File: config.mk
export PLATFORM = sky130hd
export DESIGN_NAME = sdram_block_mover
export DESIGN_NICKNAME = d
export VERILOG_FILES = /design/src/rtl/sdram_mover_pkg.sv /design/src/rtl/sync_fifo.sv /design/src/rtl/sdram_block_mover.sv
export SDC_FILE = /design/constraint.sdc
export NUM_CORES = 1
export LEC_CHECK = 0
export BUFFER_PORTS_ARGS = -buffer_cell sky130_fd_sc_hd__buf_4
export CORE_MARGIN = 2
export CORE_UTILIZATION = 55
export CTS_CLUSTER_SIZE = 25
export DETAILED_ROUTE_END_ITERATION = 10
export GPL_TIMING_DRIVEN = 0
export PLACE_DENSITY = 0.76
export SYNTH_ARGS = -nofsm -noshare
export SYNTH_HDL_FRONTEND = slang
export SYNTH_HIERARCHICAL = 1
export SYNTH_SLANG_ARGS = --single-unit
File: constraint.sdc
create_clock -name clk -period 9 [get_ports clk]
set_input_delay 1.35 -clock clk [delete_from_list [all_inputs] [get_ports clk]]
set_output_delay 1.35 -clock clk [all_outputs]
set_load 0.05 [all_outputs]
File: src/rtl/sdram_mover_pkg.sv
// Shared FSM encoding and sizing defaults for the SDRAM block mover.
package sdram_mover_pkg;

  typedef enum logic [2:0] {
    IDLE,
    RD_REQ,
    RD_DATA,
    WR_BURST,
    FINISH
  } mover_state_t;

  localparam int BURST_MAX_DEF  = 8;
  localparam int FIFO_DEPTH_DEF = 8;

  // Beats in the current burst: the full burst size, or whatever is left if smaller.
  function automatic logic [3:0] burst_len(input logic [15:0] remaining, input int burst_max);
    burst_len = (remaining < 16'(burst_max)) ? remaining[3:0] : 4'(burst_max);
  endfunction

endpackage

File: src/rtl/sync_fifo.sv
// Single-clock beat buffer with a registered head word (first-word fall-through).
// Push/pop act on the clock edge; a push when full or a pop when empty is ignored.
module sync_fifo #(
  parameter int WIDTH = 16,
  parameter int DEPTH = 8
) (
  input  logic             clk,
  input  logic             reset_n,
  input  logic             push,
  input  logic [WIDTH-1:0] din,
  input  logic             pop,
  output logic [WIDTH-1:0] head,
  output logic             full,
  output logic             empty
);

  localparam int PTR_W = (DEPTH > 1) ? $clog2(DEPTH) : 1;
  localparam int CNT_W = $clog2(DEPTH + 1);

  logic [WIDTH-1:0] mem [DEPTH];
  logic [PTR_W-1:0] wr_ptr, rd_ptr, wr_next, rd_next;
  logic [CNT_W-1:0] count;
  logic             push_ok, pop_ok;

  assign full    = (count == CNT_W'(DEPTH));
  assign empty   = (count == '0);
  assign push_ok = push && !full;
  assign pop_ok  = pop && !empty;
  assign wr_next = (wr_ptr == PTR_W'(DEPTH - 1)) ? '0 : wr_ptr + 1'b1;
  assign rd_next = (rd_ptr == PTR_W'(DEPTH - 1)) ? '0 : rd_ptr + 1'b1;

  always_ff @(posedge clk) begin
    if (push_ok) mem[wr_ptr] <= din;
  end

  always_ff @(posedge clk) begin
    if (!reset_n) begin
      wr_ptr <= '0;
      rd_ptr <= '0;
      count  <= '0;
      head   <= '0;
    end else begin
      if (push_ok) wr_ptr <= wr_next;
      if (pop_ok)  rd_ptr <= rd_next;
      case ({push_ok, pop_ok})
        2'b10:   count <= count + 1'b1;
        2'b01:   count <= count - 1'b1;
        default: count <= count;
      endcase
      // Head tracks the oldest entry; a push into an empty (or emptying) buffer bypasses mem.
      if (pop_ok && count > CNT_W'(1))
        head <= mem[rd_next];
      else if (push_ok && (empty || (pop_ok && count == CNT_W'(1))))
        head <= din;
    end
  end

endmodule

File: src/rtl/sdram_block_mover.sv
// Avalon-MM burst copier: reads up to BURST_MAX words from src, optionally inverts, writes them to dst.
// Launches on a registered start rise; bursts stall on m_waitrequest; done holds until the next launch.
module sdram_block_mover
  import sdram_mover_pkg::*;
#(
  parameter int ADDR_W     = 32,
  parameter int DATA_W     = 16,
  parameter int BURST_MAX  = BURST_MAX_DEF,
  parameter int FIFO_DEPTH = FIFO_DEPTH_DEF
) (
  input  logic              clk,
  input  logic              reset_n,
  input  logic              start,
  input  logic [ADDR_W-1:0] src_addr,
  input  logic [ADDR_W-1:0] dst_addr,
  input  logic [15:0]       len_words,
  input  logic              invert,
  output logic              busy,
  output logic              done,
  output logic [ADDR_W-1:0] m_address,
  output logic [3:0]        m_burstcount,
  output logic              m_read,
  output logic              m_write,
  output logic [DATA_W-1:0] m_writedata,
  input  logic              m_waitrequest,
  input  logic [DATA_W-1:0] m_readdata,
  input  logic              m_readdatavalid
);

  localparam int BYTES = DATA_W / 8;

  mover_state_t      state, state_nxt;
  logic              start_q;
  logic [ADDR_W-1:0] src_cur, dst_cur, step;
  logic [15:0]       remaining;
  logic              inv_q;
  logic [3:0]        beat_cnt, burst;
  logic              launch, fifo_push, fifo_pop, last_rd, last_wr;
  logic [DATA_W-1:0] fifo_head;
  logic              fifo_full, fifo_empty;

  // remaining only changes after the last write beat, so burst is stable across a read/write pair.
  assign burst     = burst_len(remaining, BURST_MAX);
  assign step      = ADDR_W'(burst) * ADDR_W'(BYTES);
  assign launch    = start && !start_q && (state == IDLE);
  assign fifo_push = (state == RD_DATA) && m_readdatavalid;
  assign fifo_pop  = (state == WR_BURST) && !m_waitrequest;
  assign last_rd   = fifo_push && (beat_cnt == burst - 4'd1);
  assign last_wr   = fifo_pop && (beat_cnt == burst - 4'd1);

  sync_fifo #(
    .WIDTH (DATA_W),
    .DEPTH (FIFO_DEPTH)
  ) u_beat_fifo (
    .clk     (clk),
    .reset_n (reset_n),
    .push    (fifo_push),
    .din     (m_readdata ^ {DATA_W{inv_q}}),
    .pop     (fifo_pop),
    .head    (fifo_head),
    .full    (fifo_full),
    .empty   (fifo_empty)
  );

  always_ff @(posedge clk) begin
    if (!reset_n) begin
      state     <= IDLE;
      start_q   <= 1'b0;
      src_cur   <= '0;
      dst_cur   <= '0;
      remaining <= '0;
      inv_q     <= 1'b0;
      beat_cnt  <= '0;
      done      <= 1'b0;
    end else begin
      state   <= state_nxt;
      start_q <= start;
      if (launch) begin
        src_cur   <= src_addr;
        dst_cur   <= dst_addr;
        remaining <= len_words;
        inv_q     <= invert;
        done      <= 1'b0;
      end
      if (state == FINISH) done <= 1'b1;
      if (last_rd || last_wr)
        beat_cnt <= '0;
      else if (fifo_push || fifo_pop)
        beat_cnt <= beat_cnt + 4'd1;
      if (last_wr) begin
        src_cur   <= src_cur + step;
        dst_cur   <= dst_cur + step;
        remaining <= remaining - 16'(burst);
      end
    end
  end

  always_comb begin
    state_nxt    = state;
    busy         = 1'b0;
    m_read       = 1'b0;
    m_write      = 1'b0;
    m_address    = '0;
    m_burstcount = '0;
    m_writedata  = '0;
    case (state)
      IDLE: begin
        if (launch) state_nxt = (len_words == 16'd0) ? FINISH : RD_REQ;
      end
      RD_REQ: begin
        busy         = 1'b1;
        m_read       = 1'b1;
        m_address    = src_cur;
        m_burstcount = burst;
        if (!m_waitrequest) state_nxt = RD_DATA;
      end
      RD_DATA: begin
        busy = 1'b1;
        if (last_rd) state_nxt = WR_BURST;
      end
      WR_BURST: begin
        busy         = 1'b1;
        m_write      = 1'b1;
        m_address    = dst_cur;
        m_burstcount = burst;
        m_writedata  = fifo_head;
        if (last_wr) state_nxt = (remaining == 16'(burst)) ? FINISH : RD_REQ;
      end
      FINISH:  state_nxt = IDLE;
      default: state_nxt = IDLE;
    endcase
  end

endmodule

### After elaboration in Yosys (flattened, before gate mapping)

Memories as Yosys holds them, arrays and structs flattened.
Cells that the tools add are included.

* word-level logic and storage cells: 100
* output and inout port bits: 56
* memory bits (read-only): 0
* bits in registers: 116
* memories kept: 1
* input bits: 102
* latch bits: 0
* bits in writable memories: 128

Memories
* u_beat_fifo.mem: depth 8, width 16, read ports 1, clocked after memory_dff 0, wr ports 1, RTL line sync_fifo.sv:20 `logic [WIDTH-1:0] mem [DEPTH];`

* muxes and demuxes: 29
* order comparisons: 2
* equality and inequality tests: 16
* divide/modulo/power cells: 0
* shifts and indexed selects: 0
* add/sub/neg operators: 9
* bitwise gates (word level): 2
* multiply operators: 0
* reductions and logical operators: 29

Operators with widths (count)
* $mux 32: 4
* $mux 16: 5
* $add 32x5->32: 2
* $pmux 32 s2: 1
* $mux 3: 8
* $eq 16x4->1: 1
* $logic_not 16->1: 1
* $lt 16x4->1 const B: 1
* $sub 16x4->16: 1
* $xor 16x16->16: 1
* $pmux 3 s4: 1
* $logic_and 1x1->1: 11
* $eq 3x3->1 const B: 3
* $add 4x1->4 const B: 2
* $mux 4: 2
* $ne 2x2->1 const B: 4
* $pmux 4 s2: 1
* $reduce_bool 2->1: 4
* $sub 4x1->4 const B: 2
* $mux 1: 7
* $add 3x1->3 const B: 2
* $eq 3x2->1 const B: 2
* $eq 4x1->1 const B: 1
* $eq 4x4->1: 1
* 13 further kinds: 19

### Longest topological paths before layout

* word-level depth: 8
* gate-level depth with buffers: 15
* depth with buffers taken out: 14

### Hierarchy

The synthesis kept the hierarchy.

By module, submodules not included
* sync_fifo: seq. area each 4364.2 um^2, cells each 447, times used 1, area an instance 6243.5 um^2
* sdram_block_mover: seq. area each 1801.7 um^2, cells each 781, times used 1, area an instance 6000.8 um^2

### Least setup slack after synthesis

OpenSTA, ideal clock, no wires.

* path type: in2reg
* from: input m_readdatavalid
* to: memory u_beat_fifo.mem[0][0], enable pin
* path buffers: 0
* cell stages on the path: 3
* data required time: 8.570 ns
* setup slack: 5.241 ns
* library setup time: 0.430 ns
* arrival time: 3.329 ns
* path through: and2_1 -> nand2_1 -> nor4_1

* cells in the longest elaborated chain, start to end: 4

RTL lines
* start, declared: RTL line sdram_block_mover.sv:27 `input logic m_readdatavalid`
* $logic_and 1x1->1: RTL line sdram_block_mover.sv:46 `assign fifo_push = (state == RD_DATA) && m_readdatavalid;`
* $logic_and 1x1->1: RTL line sync_fifo.sv:27 `assign push_ok = push && !full;`
* $mux 1: RTL line sync_fifo.sv:33 `if (push_ok) mem[wr_ptr] <= din;`
* $mux 1 (not written as such): RTL line sync_fifo.sv:33
* end, declared: RTL line sync_fifo.sv:20

No other way between the ends.

### Final worst setup path

* from: register state[1]
* to: output m_writedata[9]

* cells in the longest elaborated chain, start to end: 2

RTL lines
* start, declared: RTL line sdram_block_mover.sv:32 `mover_state_t state, state_nxt;`
* start signal, assigned: RTL line sdram_block_mover.sv:76 `state <= state_nxt;`
* $eq 3x2->1: RTL line sdram_block_mover.sv:106 `case (state)`
* $mux 16: RTL line sdram_block_mover.sv:106
* end, declared: RTL line sdram_block_mover.sv:24 `output logic [DATA_W-1:0] m_writedata,`

No other way between the ends.

==> flow_metrics.tcl <==
set metrics [dict create \
    vias 11200 \
    post-cts-setup-buffer-count 0 \
    clock_latency_ns 0.55 \
    ctsHtreeMaxLevel 1 \
    cp_max_fo 10 \
    worst_slew_pin_slew_ns 1.02 \
    nets 1541 \
    seqPwrFrac_pct 41.6 \
    fmax_mhz 221 \
    grt_pass1_vias 10700 \
    min_period_over_period_pct 50.3 \
    cts_resized 0 \
    core-area_um2 21800 \
    cp-end-kind "output port" \
    place_ws_ns 4.70 \
    start_util_pct 56.1 \
    ir_drop_mv 0.133 \
    p_int_uw 2180 \
    final_cells 1720 \
    startpoint_type "register" \
    cts-root-buf "clkbuf_16" \
    die_h_um 153 \
    ant_nets 0 \
    rows 54 \
    rsz0062_at_grt "no" \
    crit_type "reg2out" \
    power.density_nw_per_um2 228 \
    antenna_found_initial 0 \
    route.detailed.drc 0 \
    avgSynthCellArea_um2 9.98 \
    port_buffers 157 \
    synthCells 1227 \
    postCtsHoldBufs 0 \
    hold_class "reg2reg" \
    cts_tree "done" \
    dieWidth_um 153 \
    combPwrFrac_pct 27.8 \
    setup_slack_ns 4.47 \
    num_antenna_cells 0 \
    switching_share_pct 35.0 \
    timing.rr.start "remaining[9]" \
    viasPerCell 6.49 \
    report.final.slew_viol_count 0 \
    r2r-end "src_cur[29]" \
    place.gp.congestion 0.964 \
    grt_pass1_wl_um 58900 \
    numCtsBuffers 26 \
    dieArea_um2 23500 \
    rrSetupSlack_ns 4.61 \
    p_leak_uw 0.00546 \
    hold-path-cell-count 2 \
    yosysWarnings 6 \
    dp.cells 1672 \
    min_from "src_cur[0]" \
    crit_required_ns 7.65 \
    dr.pass1.iters 5 \
    min_to "src_cur[0]" \
    timing.final.crit_period_ns 4.53 \
    grt_usage_pct 31.9 \
    syn-cell-area_um2 12200 \
    rr_worst_depth 13 \
    grt_overflow 0 \
    clock_path_buffers 3 \
    syn2layout_area_growth_pct 20.2 \
    io_pins 158 \
    skew_ns 0.0137 \
    finalWirelength_um 38700 \
    p_sw_uw 1180 \
    tns_ns 0 \
    cap_violations 0 \
    synth_nets 1348 \
    setup_viol 0 \
    drt-initial-drc-count 1334 \
    finalPower_uw 3360 \
    arrival_ns 3.18 \
    outcome "complete, no violations" \
    dp_hpwl_um 27300 \
    drive_gt1_share_pct 17.8 \
    slew_headroom_pct 31.6 \
    cts_sinks 244 \
    power_frac_clock_pct 30.6 \
    clk_pin_slew_worst_paths_ns 0.06 \
    wl_per_cell_um 22.5 \
    hold_violations 0 \
    grt_max_degree 17 \
]
## registers in the layout, indices dropped and copies added, names as in the netlist
name and count:
src_cur 32, inv_q 1, u_beat_fifo/head 16, remaining 16, state 3, done 1, u_beat_fifo/count 4, beat_cnt 4
u_beat_fifo/mem 128, u_beat_fifo/wr_ptr 3, start_q 1, dst_cur 32, u_beat_fifo/rd_ptr 3
## worst max path at each step
| stage | start | endpoint | slack, ns | depth (start not counted) |
|---|---|---|---|---|
| 2_1_floorplan | m_readdatavalid | u_beat_fifo/mem[0][0] | 5.24 | 3 |
| 3_3_place_gp | m_readdatavalid | u_beat_fifo/mem[0][6] | 3.53 | 4 |
| 3_5_place_dp | remaining[9] | src_cur[29] | 4.70 | 13 |
| 4_1_cts | state[1] | m_writedata[9] | 4.59 | 5 |
| 5_1_grt | remaining[9] | src_cur[29] | 4.36 | 13 |
| 6_report | state[1] | m_writedata[9] | 4.47 | 5 |
## cell type report
class / count / area, um2
fillers: 1741 / 7110
flip-flops and latches: 244 / 6170
multi-input cells: 874 / 5650
repair buffers: 165 / 1280
clock buffers: 35 / 704
plain buffers: 79 / 352
well taps: 280 / 350
inverters: 30 / 113
clock inverters: 13 / 98.8
## cells in the final DEF, fill, tap and decap left out, types with 17 or more instances in the layout
cell type,instances
a21oi_1,44
a31oi_1,56
and3_1,35
buf_4,162
clkbuf_1,65
clkbuf_16,26
dfxtp_1,116
edfxtp_1,128
ha_1,17
inv_1,29
mux2i_1,62
nand2_1,160
nand3_1,52
nor2_1,74
o211ai_1,28
o21ai_0,37
or3_1,26
xor2_1,19
## routing by layer
metal | routed length (um) | share of wire, % | GRT usage [%] | up-vias
met5 | 0 | 0 | 0 | -
met4 | 1320 | 3.4 | 11.6 | 0
met3 | 4370 | 11 | 6.80 | 96
met2 | 17600 | 46 | 50.8 | 717
met1 | 15400 | 40 | 43.4 | 5331
li1 | - | - | - | 5021
## worst max-delay path, stage by stage (launching register included)
cell,delay (ns)
dfxtp_1,0.39
buf_1,0.51
buf_1,0.74
clkbuf_1,0.47
and3_1,0.30
buf_4,0.22
## stage by stage
stage | util, % | area, um2 | hold WS [ns]
2_1_floorplan | - | 12200 | 0.436
3_5_place_dp | 63.7 | 13900 | 0.450
3_3_place_gp | 63.1 | 13800 | 0.443
6_report | 67.4 | 14700 | 0.461
5_1_grt | 67.4 | 14700 | 0.473
4_1_cts | 67.4 | 14700 | 0.458
## power groups by stage
stage / Clock [uW] / Combinational (uW) / Sequential [uW]
6_report: 1030 / 934 / 1400
5_1_grt: 1070 / 993 / 1410
3_3_place_gp: 0 / 882 / 1410
3_5_place_dp: 0 / 903 / 1410
4_1_cts: 1030 / 910 / 1390
2_1_floorplan: 0 / 608 / 1380
Power figures use the tool's default switching activity.
